==> src/rtl/flash_pkg.sv <==
// Shared constants for the flash serial front end and command decoder.
package flash_pkg;

  localparam int FLASH_DATA_W  = 32'd8;
  // One command byte followed by a 24-bit address.
  localparam int FLASH_HDR_LEN = 32'd4;

endpackage : flash_pkg

==> src/rtl/pre_sc_sat_cnt.sv <==
// Saturating up-counter with synchronous clear/increment and async active-high reset.
module pre_sc_sat_cnt #(
  parameter int CNT_W = 8
) (
  input  logic             clk_i,
  input  logic             rst_i,
  input  logic             clr_i,
  input  logic             inc_i,
  output logic [CNT_W-1:0] cnt_o
);

  logic [CNT_W-1:0] cnt_q;
  logic [CNT_W-1:0] cnt_d;

  // Clear wins over hold; an increment in the clear cycle counts as the first event.
  always_comb begin
    cnt_d = cnt_q;
    if (clr_i) begin
      if (inc_i) begin
        cnt_d = CNT_W'(1);
      end else begin
        cnt_d = '0;
      end
    end else if (inc_i && (cnt_q != {CNT_W{1'b1}})) begin
      cnt_d = cnt_q + CNT_W'(1);
    end else begin
      cnt_d = cnt_q;
    end
  end

  always_ff @(posedge clk_i or posedge rst_i) begin
    if (rst_i) begin
      cnt_q <= '0;
    end else begin
      cnt_q <= cnt_d;
    end
  end

  assign cnt_o = cnt_q;

endmodule : pre_sc_sat_cnt

==> src/rtl/pre_sc_hist.sv <==
// Byte-history register for the flash serial front end: keeps the last DEPTH bytes of a
// frame, a saturating byte count, and captures the command/address header once complete.
module pre_sc_hist
  import flash_pkg::*;
#(
  parameter int DATA_W     = FLASH_DATA_W,
  parameter int DEPTH      = 4,
  parameter int HDR_LEN    = FLASH_HDR_LEN,
  parameter bit FREEZE_HDR = 1'b1,
  parameter int CNT_W      = 8
) (
  input  logic                      sck,
  input  logic                      rst,
  input  logic                      frame_start,
  input  logic [DATA_W-1:0]         data_byte_in,
  input  logic                      data_in_valid,
  output logic [DEPTH*DATA_W-1:0]   hist_data,
  output logic [DEPTH-1:0]          hist_valid,
  output logic [CNT_W-1:0]          byte_cnt,
  output logic                      hdr_done,
  output logic                      hdr_pulse,
  output logic [HDR_LEN*DATA_W-1:0] hdr_word
);

  localparam logic [CNT_W-1:0] HDR_CNT_M1 = CNT_W'(HDR_LEN - 1);
  localparam bit               HDR_ONE    = (HDR_LEN == 1);

  logic [DEPTH*DATA_W-1:0]   hist_q, hist_d, hist_base;
  logic [DEPTH-1:0]          hvalid_q, hvalid_d, hvalid_base;
  logic                      hdr_done_q, hdr_done_d;
  logic                      hdr_pulse_q, hdr_pulse_d;
  logic [HDR_LEN*DATA_W-1:0] hdr_word_q, hdr_word_d;
  logic                      frozen, shift_en, hdr_hit;
  logic [CNT_W-1:0]          cnt;

  pre_sc_sat_cnt #(
    .CNT_W (CNT_W)
  ) u_cnt (
    .clk_i (sck),
    .rst_i (rst),
    .clr_i (frame_start),
    .inc_i (data_in_valid),
    .cnt_o (cnt)
  );

  // frame_start clears first so a same-cycle byte lands as the first of the new frame.
  always_comb begin
    hist_base   = frame_start ? '0 : hist_q;
    hvalid_base = frame_start ? '0 : hvalid_q;
    frozen      = FREEZE_HDR && hdr_done_q && !frame_start;
    shift_en    = data_in_valid && !frozen;

    hist_d   = hist_base;
    hvalid_d = hvalid_base;
    if (shift_en) begin
      hist_d   = {hist_base[(DEPTH-1)*DATA_W-1:0], data_byte_in};
      hvalid_d = {hvalid_base[DEPTH-2:0], 1'b1};
    end else begin
      hist_d   = hist_base;
      hvalid_d = hvalid_base;
    end

    if (frame_start) begin
      hdr_hit = data_in_valid && HDR_ONE;
    end else begin
      hdr_hit = data_in_valid && !hdr_done_q && (cnt == HDR_CNT_M1);
    end

    hdr_pulse_d = hdr_hit;
    hdr_done_d  = frame_start ? hdr_hit : (hdr_done_q || hdr_hit);

    // Newest HDR_LEN entries after the shift; oldest byte lands in the MSBs.
    if (hdr_hit) begin
      hdr_word_d = hist_d[HDR_LEN*DATA_W-1:0];
    end else if (frame_start) begin
      hdr_word_d = '0;
    end else begin
      hdr_word_d = hdr_word_q;
    end
  end

  always_ff @(posedge sck or posedge rst) begin
    if (rst) begin
      hist_q      <= '0;
      hvalid_q    <= '0;
      hdr_done_q  <= 1'b0;
      hdr_pulse_q <= 1'b0;
      hdr_word_q  <= '0;
    end else begin
      hist_q      <= hist_d;
      hvalid_q    <= hvalid_d;
      hdr_done_q  <= hdr_done_d;
      hdr_pulse_q <= hdr_pulse_d;
      hdr_word_q  <= hdr_word_d;
    end
  end

  assign hist_data  = hist_q;
  assign hist_valid = hvalid_q;
  assign byte_cnt   = cnt;
  assign hdr_done   = hdr_done_q;
  assign hdr_pulse  = hdr_pulse_q;
  assign hdr_word   = hdr_word_q;

endmodule : pre_sc_hist

==> config.mk <==
export PLATFORM = sky130hd
export DESIGN_NAME = pre_sc_hist
export DESIGN_NICKNAME = d
export VERILOG_FILES = /design/src/rtl/flash_pkg.sv /design/src/rtl/pre_sc_sat_cnt.sv /design/src/rtl/pre_sc_hist.sv
export SDC_FILE = /design/constraint.sdc
export NUM_CORES = 1
export LEC_CHECK = 0
export ABC_AREA = 1
export BUFFER_PORTS_ARGS = -buffer_cell sky130_fd_sc_hd__buf_2
export CAP_MARGIN = 5
export CELL_PAD_IN_SITES_DETAIL_PLACEMENT = 0
export CELL_PAD_IN_SITES_GLOBAL_PLACEMENT = 1
export CORE_UTILIZATION = 35
export DETAILED_ROUTE_END_ITERATION = 7
export GPL_ROUTABILITY_DRIVEN = 0
export GPL_TIMING_DRIVEN = 0
export PLACE_DENSITY_LB_ADDON = 0.1
export SYNTH_ARGS = -nofsm -noshare
export SYNTH_HDL_FRONTEND = slang
export SYNTH_HIERARCHICAL = 1
export SYNTH_SLANG_ARGS = --single-unit
export TNS_END_PERCENT = 10
==> constraint.sdc <==
create_clock -name sck -period 1.85 [get_ports sck]
set_clock_uncertainty 0.1 [all_clocks]
set_input_delay 0 -clock sck [delete_from_list [all_inputs] [get_ports sck]]
set_output_delay 0 -clock sck [all_outputs]
set_load 0.02 [all_outputs]
==> reports/metrics.cfg, run 1 <==
[route]
drc_errors = 0
wl_mm = 9.79
drt_iter0_markers = 118
ant_nets = 0
vias_per_cell = 4.80
first_pass_iters = 5
num_vias = 3148
drt-wirelength-per-cell_um = 14.9

[critical_path]
ff2ff_setup_slack_ns = 0.22
cp-start-kind = flip-flop
critPathRequiredTime_ns = 1.99
path_max_fanout = 10
timing.rr.start = u_cnt/cnt_o[7]
r2r_cells = 7
crit_type = reg -> reg
cp.arrival_ns = 1.77
end_kind = flip-flop
r2r_end = hdr_word[27]

[sta]
max_freq_mhz = 612
relSlewSlack = 0.641
holdWs_ns = 0.0852
tns_ns = 0
finalHoldViolations = 0
min_period_over_period = 0.883
rsz0062_at_grt = no
setup_viol = 0
tightestPinTransition_ns = 0.539
finalMaxSlewViolations = 0
fin_crit_ns = 1.63
setup_ws_ns = 0.217

[clock_tree]
cts-root-buf = clkbuf_8
cts.repair.resized = 0
cts_tree = built
clock_path_buffers = 2
cts_buffers = 9
cts_max_level = 3
clkSinkCount = 78
clkSlewWorstSetupHoldPaths_ns = 0.09
clk_latency_ns = 0.34

[grt]
grt_pass1_wl_mm = 15.6
overflow = 0
antenna_found_initial = 0
grt_usage = 0.202
grt_max_degree = 27
grt_pass1_vias = 2976

[placement]
dp_hpwl_mm = 7.20
pre_cts_ws_ns = 0.188
portBuffers = 89

[final_layout]
n_antenna_cell = 0
area_growth_pct = 27.5
multi_input_comb_area_um2 = 1300
n_fill_cell = 1033
fin_nets = 531
ff_latch_area_um2 = 1950
drive_gt1_frac = 0.254

[floorplanning]
die_h_um = 102
initial_core_util = 0.359
die_width_um = 102
io_pins = 90
coreArea_um2 = 9680
row_count = 36
die_area_um2 = 10300

[min_path]
worstHoldPathType = in -> async

[power_and_ir_drop]
leakagePower_uw = 0.00246
p_per_area_nw_per_um2 = 791
power_uw = 3510
irDropWorstVdd_uv = 411

[run]
cap_violations = 0

[synth]
synth.top_cell.area_share = 0.561
synth_seq_cells = 78
synth_area_leaders = dfrtp_1 56%, nand3_1 13%, nand2_1 12%
synth.cell_area_um2 = 3480
synth_fp_nets = 418
post_synth_num_cell_types = 24
syn_avg_cell_area_um2 = 8.59
yosys.area.top_type = dfrtp_1
ys_seq_area_frac = 0.561
syn_inst = 405
synth_warnings = 6

[outcome]
status = finished clean

synth_stat cells, drive strengths merged:
| cell | instances |
|---|---|
| xor2 | 1 |
| buf | 19 |
| nor3 | 2 |
| ha | 1 |
| a21oi | 3 |
| inv | 25 |
| clkinv | 2 |
| nand4 | 17 |
| nand3 | 93 |
| nor2 | 24 |
| dfrtp | 78 |
| o21ai | 20 |
| nand2 | 114 |
| clkbuf | 6 |
how the worst max path moves through the flow:
stage | depth (start not counted) | end | slack (ns) | from
2_1_floorplan | 8 | u_cnt/cnt_o[4] | 0.37 | u_cnt/cnt_o[1]
3_3_place_gp | 7 | hdr_word[23] | 0.25 | u_cnt/cnt_o[7]
3_5_place_dp | 7 | hdr_word[27] | 0.19 | u_cnt/cnt_o[7]
4_1_cts | 7 | hdr_word[27] | 0.18 | u_cnt/cnt_o[7]
5_1_grt | 7 | hdr_word[28] | 0.06 | u_cnt/cnt_o[7]
6_report | 7 | hdr_word[27] | 0.22 | u_cnt/cnt_o[7]
timing repair:
action | 4_1_cts | 5_1_grt
setup endpoints to repair | 0 | 0
hold buffers | 11 | 0
setup buffers | 0 | 0
endpoints found under the hold margin | 76 | 0
cell families after synthesis:
kind of cell / count (synthesis) / share of synthesized area
XOR/XNOR: 1 / 0.00252
AO/OA/AOI/OAI: 23 / 0.0331
AND/OR/NAND/NOR: 250 / 0.334
adder cells (fa/ha/maj): 1 / 0.00360
flip-flops: 78 / 0.561
buffers and inverters: 52 / 0.0651
metal layers:
| metal | global-route usage | up-vias | routed length [um] |
|---|---|---|---|
| met5 | 0 | - | 0 |
| met4 | 0.0635 | 0 | 72 |
| met3 | 0.0338 | 4 | 519 |
| met2 | 0.307 | 91 | 4460 |
| met1 | 0.293 | 1482 | 4750 |
| li1 | - | 1571 | - |
layout make-up:
class                           instances  area share
Tap cell                              133      0.0375
Clock buffer                           11      0.0296
Timing Repair Buffer                  102       0.134
Multi-Input combinational cell        275       0.293
Clock inverter                          5      0.0133
Sequential cell                        78       0.440
Inverter                               27      0.0248
Buffer                                 25      0.0271
stage by stage:
step                utilization  instances  cell area, um^2
global placement          0.423        627             4090
global route              0.458        656             4430
floorplan                     -        405             3480
detailed placement        0.427        629             4130
CTS                       0.458        656             4430
finish                    0.458        656             4430
where the power goes:
group          internal [uW]  switching (uW)
clock                    628             652
combinational            126             292
sequential              1750            55.9
cells in the final DEF (no fill, tap or decap), types with 3 or more instances in the layout:
cell / count
buf_1: 7
clkbuf_8: 9
clkinvlp_4: 3
nand2_2: 3
clkbuf_1: 8
nand3_1: 91
nand4_1: 17
dfrtp_1: 78
a21oi_1: 3
dlygate4sd3_1: 11
nand2_1: 109
nor2_1: 20
inv_2: 3
o21ai_0: 10
o21ai_1: 10
inv_1: 21
buf_2: 98
nor2_4: 4
registers in the layout, summed over array words and instances, names as in the netlist:
signal / flops
hdr_word: 32
hist_data: 32
u_cnt/cnt_o: 8
hist_valid: 4
hdr_done: 1
hdr_pulse: 1
worst max-delay path, stage by stage, from the launching register on:
cell and delay [ns]:
dfrtp_1 0.44, nor2_1 0.12, nand2_1 0.19, inv_1 0.12, nand3_2 0.14, buf_2 0.26
nand3_1 0.10, nand2_1 0.06
Power figures use the tool's default switching activity.
==> run 2: changes to the inputs <==
--- a/config.mk
+++ b/config.mk
@@ -5,12 +5,14 @@
 export SDC_FILE = /design/constraint.sdc
 export NUM_CORES = 1
 export LEC_CHECK = 0
-export ABC_AREA = 1
+export ABC_AREA = 0
 export BUFFER_PORTS_ARGS = -buffer_cell sky130_fd_sc_hd__buf_2
 export CAP_MARGIN = 5
 export CELL_PAD_IN_SITES_DETAIL_PLACEMENT = 0
 export CELL_PAD_IN_SITES_GLOBAL_PLACEMENT = 1
-export CORE_UTILIZATION = 35
+export CORE_UTILIZATION = 38
+export CTS_BUF_LIST = sky130_fd_sc_hd__clkbuf_8
+export CTS_CLUSTER_DIAMETER = 60
 export DETAILED_ROUTE_END_ITERATION = 7
 export GPL_ROUTABILITY_DRIVEN = 0
 export GPL_TIMING_DRIVEN = 0
==> run 2 against run 1 <==
Against the previous run: flip-flop and latch count unchanged; wire length increased by 2.6%; fmax decreased by 8.7%; hold slack got worse by 0.055 ns; global-route usage increased by 0.93 points; clock power increased by 20%; cell count decreased by 13%; sequential share of layout area decreased by 1.3 points; via count decreased by 5.4%.
==> reports/metrics.cfg, run 2 <==
[outcome]
status = finished clean

[placement]
postPlaceCellArea_um2 = 4150  ; +0.33%
dp_hpwl_mm = 6.98  ; -3.0%
portBuffers = 89  ; unchanged
dp_cells = 535  ; -15%

[final_layout]
n_antenna_cell = 0  ; unchanged
fin_cells = 569  ; -13%
n_fill_cell = 855  ; -17%
ff_latch_area_um2 = 1960  ; +0.32%
fin_nets = 469  ; -12%
multi_input_comb_area_um2 = 1380  ; +5.9%
drive_gt1_frac = 0.332  ; +0.0776
final_common_cell = buf_2
area_growth_pct = 29.3
layout_common_cells = 98 x buf_2, 73 x dfrtp_1, 47 x nand2_1
fin_area_um2 = 4580  ; +3.3%

[floorplanning]
io_pins = 90  ; unchanged
row_count = 34  ; -5.6%
die_h_um = 98.5  ; -3.1%
die_area_um2 = 9710  ; -6.1%
die_width_um = 98.5  ; -3.1%
coreArea_um2 = 8890  ; -8.2%
initial_core_util = 0.398  ; +0.0394

[synth]
synth.cell_area_um2 = 3540  ; +1.9%
synth_fp_nets = 350  ; -16%
synth.top_cell.area_share = 0.551  ; -0.0103
synth_edf_count = 0  ; unchanged
yosys.area.top_type = dfrtp_1
syn_avg_cell_area_um2 = 10.5  ; +22%
synth-compound-area-share = 0.130  ; +0.0972
synth_top_family_by_area = simple AND/OR/NAND/NOR gates
ys_seq_area_frac = 0.551  ; -0.0103
synth_fa_ha_area_frac = 0.00353  ; -0.0000661
synthMuxAreaShare = 0.0622  ; +0.0622
synth_area_leaders = dfrtp_1 55%, nand2_1 5.0%, nor2b_1 4.8%
synthArstFlopShare = 1.00  ; unchanged
syn_inst = 337  ; -17%
yosys-top-cells-count = 78 x dfrtp_1, 47 x nand2_1, 27 x nor2b_1
synth_simple_gate_area_share = 0.191  ; -0.143
synth_most_common_cell = dfrtp_1
post_synth_num_cell_types = 40  ; +67%
synth_xor_area_frac = 0  ; -0.00252
synth_warnings = 6  ; unchanged
synth_seq_cells = 78  ; unchanged
synth-main-ff-cell = dfrtp_1

[grt]
grt_pass1_wl_mm = 15.5  ; -0.27%
overflow = 0  ; unchanged
antenna_found_initial = 0  ; unchanged
grt_usage = 0.211  ; +0.00934
grt_max_degree = 39  ; +44%
grt_pass1_vias = 2798  ; -6.0%

[critical_path]
r2r_end = hdr_word[2]
path_max_fanout = 10  ; unchanged
ff2ff_setup_slack_ns = 0.06  ; -0.16 ns
cp-start-kind = flip-flop
r2r_cells = 5  ; -2
critPathRequiredTime_ns = 1.97  ; -0.02 ns
cp.arrival_ns = 1.91  ; +0.14 ns
end_kind = flip-flop
timing.rr.start = u_cnt/cnt_o[4]
crit_type = reg -> reg

[min_path]
whs_path_depth = 3
min_to = u_cnt/cnt_o[1]
worstHoldPathType = in -> reg
hp-start = frame_start

[route]
wl_mm = 10.0  ; +2.6%
ant_nets = 0  ; unchanged
drt-wirelength-per-cell_um = 17.7  ; +18%
num_vias = 2978  ; -5.4%
drt_iter0_markers = 152  ; +29%
vias_per_cell = 5.23  ; +9.1%
drc_errors = 0  ; unchanged
first_pass_iters = 6  ; +1

[sta]
min_period_over_period = 0.967  ; +0.0843
finalMaxSlewViolations = 0  ; unchanged
max_freq_mhz = 559  ; -8.7%
fin_crit_ns = 1.79  ; +0.156 ns
holdWs_ns = 0.0301  ; -0.0552 ns
tns_ns = 0  ; unchanged
tightestPinTransition_ns = 0.877  ; +0.338 ns
relSlewSlack = 0.414  ; -0.226
setup_viol = 0  ; unchanged
rsz0062_at_grt = yes
finalHoldViolations = 0  ; unchanged

[power_and_ir_drop]
clock_power_share = 0.393  ; +0.028
comb_power_share = 0.145  ; +0.026
p_sw_uw = 1060  ; +5.9%
leakagePower_uw = 0.00232  ; -5.7%
irDropWorstVdd_uv = 307  ; -25%
swShare = 0.271  ; -0.0146
p_seq_frac = 0.462  ; -0.054
p_per_area_nw_per_um2 = 854  ; +8.0%
intPower_uw = 2850  ; +14%

[run]
cap_violations = 0  ; unchanged

[clock_tree]
clkSinkCount = 78  ; unchanged
cts_buffers = 9  ; unchanged
clock_path_buffers = 2  ; unchanged
cts_tree = built
clkSlewWorstSetupHoldPaths_ns = 0.08  ; about the same
cts-root-buf = clkbuf_8
cts_max_level = 3  ; unchanged
clk_latency_ns = 0.35  ; about the same

-- run 2: power by group through the flow --
| stage | Combinational, uW | Sequential [uW] | Clock, uW |
|---|---|---|---|
| floorplan | 260 | 1900 | 0 |
| global placement | 506 | 1840 | 0 |
| detailed placement | 516 | 1840 | 0 |
| CTS | 544 | 1810 | 1570 |
| global route | 615 | 1810 | 1630 |
| finish | 567 | 1810 | 1540 |
-- run 2: logic make-up after synthesis --
logic type / Yosys count
AO/OA/AOI/OAI: 73
adder cells (fa/ha/maj): 1
buffers and inverters: 45
flip-flops: 78
multiplexers: 19
AND/OR/NAND/NOR: 121
-- run 2: timing repair --
item | CTS | global route
resized for setup | 1 | 19
hold buffers | 10 | 0
pin swaps | 2 | 2
setup endpoints to repair | 29 | 32
setup buffers | 3 | 6
endpoints found under the hold margin | 56 | 0
-- run 2: worst max-delay path: stages, from the launching register on --
cell and delay, ns:
dfrtp_2 0.47, nor4b_4 0.42, and3_1 0.22, clkbuf_4 0.20
buf_6 0.18, a211oi_1 0.08
-- run 2: how the worst max path moves through the flow --
stage / from / endpoint
5_1_grt: hdr_done / hdr_word[21]
3_5_place_dp: u_cnt/cnt_o[4] / hdr_word[0]
4_1_cts: u_cnt/cnt_o[4] / hdr_word[17]
2_1_floorplan: u_cnt/cnt_o[0] / u_cnt/cnt_o[5]
6_report: u_cnt/cnt_o[4] / hdr_word[2]
3_3_place_gp: u_cnt/cnt_o[3] / hdr_word[3]
-- run 2: cell type report --
cell class	count	area share
tap	108	0.0295
clock buffer	9	0.0270
inverter	14	0.0123
multi-input combinational	214	0.300
clock inverter	7	0.0249
buffer	30	0.0402
timing repair buffer	109	0.138
sequential	78	0.428
-- run 2: metrics by stage --
stage          setup WS (ns)  total power, uW   util
5_1_grt             0.000838             4060  0.515
6_report              0.0610             3910  0.515
2_1_floorplan         0.0353             2160      -
3_3_place_gp         -0.0537             2350  0.464
3_5_place_dp         -0.0587             2360  0.466
4_1_cts               0.0136             3920  0.507
-- run 2: per-layer routing --
metal,share of wire,vias to the layer above,track usage
li1,-,1434,-
met1,0.49,1451,0.309
met2,0.45,83,0.315
met3,0.050,10,0.0383
met4,0.011,0,0.0746
met5,0,-,0
==> run 3: changes to the inputs <==
--- a/config.mk
+++ b/config.mk
@@ -7,16 +7,13 @@
 export LEC_CHECK = 0
 export ABC_AREA = 0
 export BUFFER_PORTS_ARGS = -buffer_cell sky130_fd_sc_hd__buf_2
-export CAP_MARGIN = 5
-export CELL_PAD_IN_SITES_DETAIL_PLACEMENT = 0
-export CELL_PAD_IN_SITES_GLOBAL_PLACEMENT = 1
-export CORE_UTILIZATION = 38
+export CORE_UTILIZATION = 49
 export CTS_BUF_LIST = sky130_fd_sc_hd__clkbuf_8
 export CTS_CLUSTER_DIAMETER = 60
 export DETAILED_ROUTE_END_ITERATION = 7
 export GPL_ROUTABILITY_DRIVEN = 0
 export GPL_TIMING_DRIVEN = 0
-export PLACE_DENSITY_LB_ADDON = 0.1
+export PLACE_DENSITY = 0.78
 export SYNTH_ARGS = -nofsm -noshare
 export SYNTH_HDL_FRONTEND = slang
 export SYNTH_HIERARCHICAL = 1
==> run 3 against run 2 <==
Against the previous run: power shrank 5.7%; largest cell class unchanged; highest routed layer unchanged; hold slack gained 0.00091 ns; flip-flop and latch count is the same; design area shrank 1.9%; critical path depth is the same.
==> reports/metrics.cfg, run 3 (synthesized netlist as in run 2, its figures left out) <==
[critical_path]
path_max_fanout = 9  ; -1
cp-start-kind = flip-flop
end_kind = flip-flop
r2r_end = u_cnt/cnt_o[5]
timing.rr.start = u_cnt/cnt_o[0]
ff2ff_setup_slack_ns = 0.07  ; about the same
crit_chain = ha_2, and4_1, buf_6, a211oi_2, mux2_4
critPathRequiredTime_ns = 2.00  ; +0.03 ns
critPathSlowestCell = dfrtp_2
slowest_delay_ns = 0.47  ; about the same
cp.arrival_ns = 1.93  ; +0.02 ns
cp.buffers_inverters = 1  ; -1
crit_type = reg -> reg
r2r_cells = 5  ; unchanged
path_delay_family = flip-flops

[floorplanning]
row_count = 30  ; -12%
initial_core_util = 0.513  ; +0.114
die_width_um = 87.0  ; -12%
die_h_um = 87.0  ; -12%
die_area_um2 = 7570  ; -22%
coreArea_um2 = 6910  ; -22%
io_pins = 90  ; unchanged

[route]
wl_mm = 9.43  ; -6.2%
vias_per_cell = 5.55  ; +6.1%
first_pass_iters = 4  ; -2
ant_nets = 0  ; unchanged
drc_errors = 0  ; unchanged
drt-wirelength-per-cell_um = 17.1  ; -3.3%
num_vias = 3065  ; +2.9%
drt_iter0_markers = 194  ; +28%

[final_layout]
fin_nets = 464  ; -1.1%
multi_input_comb_area_um2 = 1380  ; unchanged
area_growth_pct = 26.8
ff_latch_area_um2 = 1960  ; -0.13%
final_common_cell = buf_2
post-route-util = 0.650  ; +0.135
layout_common_cells = 98 x buf_2, 75 x dfrtp_1, 47 x nand2_1
drive_gt1_frac = 0.325  ; -0.00733
n_fill_cell = 593  ; -31%
n_antenna_cell = 0  ; unchanged

[placement]
dp_hpwl_mm = 6.55  ; -6.2%
portBuffers = 89  ; unchanged

[power_and_ir_drop]
p_per_area_nw_per_um2 = 821  ; -3.9%
irDropWorstVdd_uv = 424  ; +38%
leakagePower_uw = 0.00228  ; -1.8%

[run]
cap_violations = 0  ; unchanged

[sta]
setup_viol = 0  ; unchanged
finalHoldViolations = 0  ; unchanged
tns_ns = 0  ; unchanged
max_freq_mhz = 562  ; +0.62%
min_period_over_period = 0.961  ; -0.00595
relSlewSlack = 0.530  ; +0.115
tightestPinTransition_ns = 0.704  ; -0.173 ns
finalMaxSlewViolations = 0  ; unchanged
fin_crit_ns = 1.78  ; -0.0110 ns

[grt]
grt_usage = 0.267  ; +0.0561
grtUsageMet3 = 0.0474  ; +0.00910
grt_pass1_vias = 2858  ; +2.1%
grt_use_met2 = 0.384  ; +0.0684
grt_pass1_wl_mm = 15.0  ; -3.5%
overflow = 0  ; unchanged
antenna_found_initial = 0  ; unchanged
grt_max_degree = 40  ; +2.6%
busiest_layer = met1
grt_use_met1 = 0.394  ; +0.0856

[clock_tree]
cts_tree = built
clock_path_buffers = 2  ; unchanged
clkSinkCount = 78  ; unchanged
cts_buffers = 9  ; unchanged
cts-root-buf = clkbuf_8
clk_latency_ns = 0.37  ; +0.02 ns
cts_max_level = 3  ; unchanged
clkSlewWorstSetupHoldPaths_ns = 0.08  ; about the same

[min_path]
hp-start = frame_start
whs_path_depth = 3  ; unchanged
min_to = u_cnt/cnt_o[3]
worstHoldPathType = in -> reg

[outcome]
status = finished clean

run 3: changes by cell type in the layout (fill, tap and decap cells not counted):
| cell | previous run | this run |
|---|---|---|
| inv_8 | 0 | 1 |
| inv_1 | 14 | 12 |
| dfrtp_2 | 5 | 3 |
| clkinv_4 | 0 | 1 |
| buf_4 | 13 | 6 |
| inv_6 | 1 | 2 |
| dfrtp_1 | 73 | 75 |
| bufinv_16 | 3 | 1 |
| clkbuf_4 | 1 | 3 |
| clkinv_2 | 0 | 1 |
run 3: where the power goes:
| part | leakage (uW) | switching [uW] | internal, uW | total [uW] |
|---|---|---|---|---|
| combinational | 0.00111 | 354 | 185 | 539 |
| clock | 0.000102 | 700 | 642 | 1340 |
| sequential | 0.00106 | 45.3 | 1760 | 1810 |
run 3: metal layers:
metal	up-vias	part of all wire
met5	-	0
met4	0	0.023
met3	18	0.061
met2	121	0.46
met1	1506	0.46
li1	1420	-
run 3: final cells by class:
class / instances / area share
tap: 96 / 0.0267
buffer: 30 / 0.0410
multi-input combinational: 214 / 0.306
sequential: 78 / 0.435
clock inverter: 7 / 0.0178
timing repair buffer: 104 / 0.133
clock buffer: 9 / 0.0276
inverter: 14 / 0.0125
run 3: worst min-delay path: stages:
cell,delay (ns)
buf_2,0.19
nor2b_1,0.13
mux2_4,0.14
run 3: worst max-delay path by stage:
| stage | start | endpoint | depth (start not counted) |
|---|---|---|---|
| 3_3_place_gp | u_cnt/cnt_o[3] | hdr_word[1] | 5 |
| 2_1_floorplan | u_cnt/cnt_o[0] | u_cnt/cnt_o[5] | 5 |
| 5_1_grt | u_cnt/cnt_o[4] | hdr_word[5] | 4 |
| 3_5_place_dp | u_cnt/cnt_o[4] | hdr_word[1] | 5 |
| 4_1_cts | u_cnt/cnt_o[0] | u_cnt/cnt_o[5] | 5 |
| 6_report | u_cnt/cnt_o[0] | u_cnt/cnt_o[5] | 5 |
run 3: repair_timing:
action / 4_1_cts / 5_1_grt
resized for setup: 0 / 16
hold buffers: 10 / 0
buffers inserted: 2 / 2
endpoints found under the hold margin: 56 / 0
endpoints found under the setup margin: 13 / 32
pin swaps: 2 / 1
cloned: 0 / 0
run 3: metrics by stage:
stage	std cells	instance area [um^2]	hold WS [ns]	power [uW]	setup WS, ns
6_report	552	4490	0.0310	3690	0.0720
5_1_grt	552	4490	0.0467	3810	-0.00434
4_1_cts	551	4450	0.0225	3690	0.0200
3_5_place_dp	523	4130	-0.102	2340	-0.0359
3_3_place_gp	522	4110	-0.104	2330	-0.00715
2_1_floorplan	337	3550	-0.284	2160	0.0353
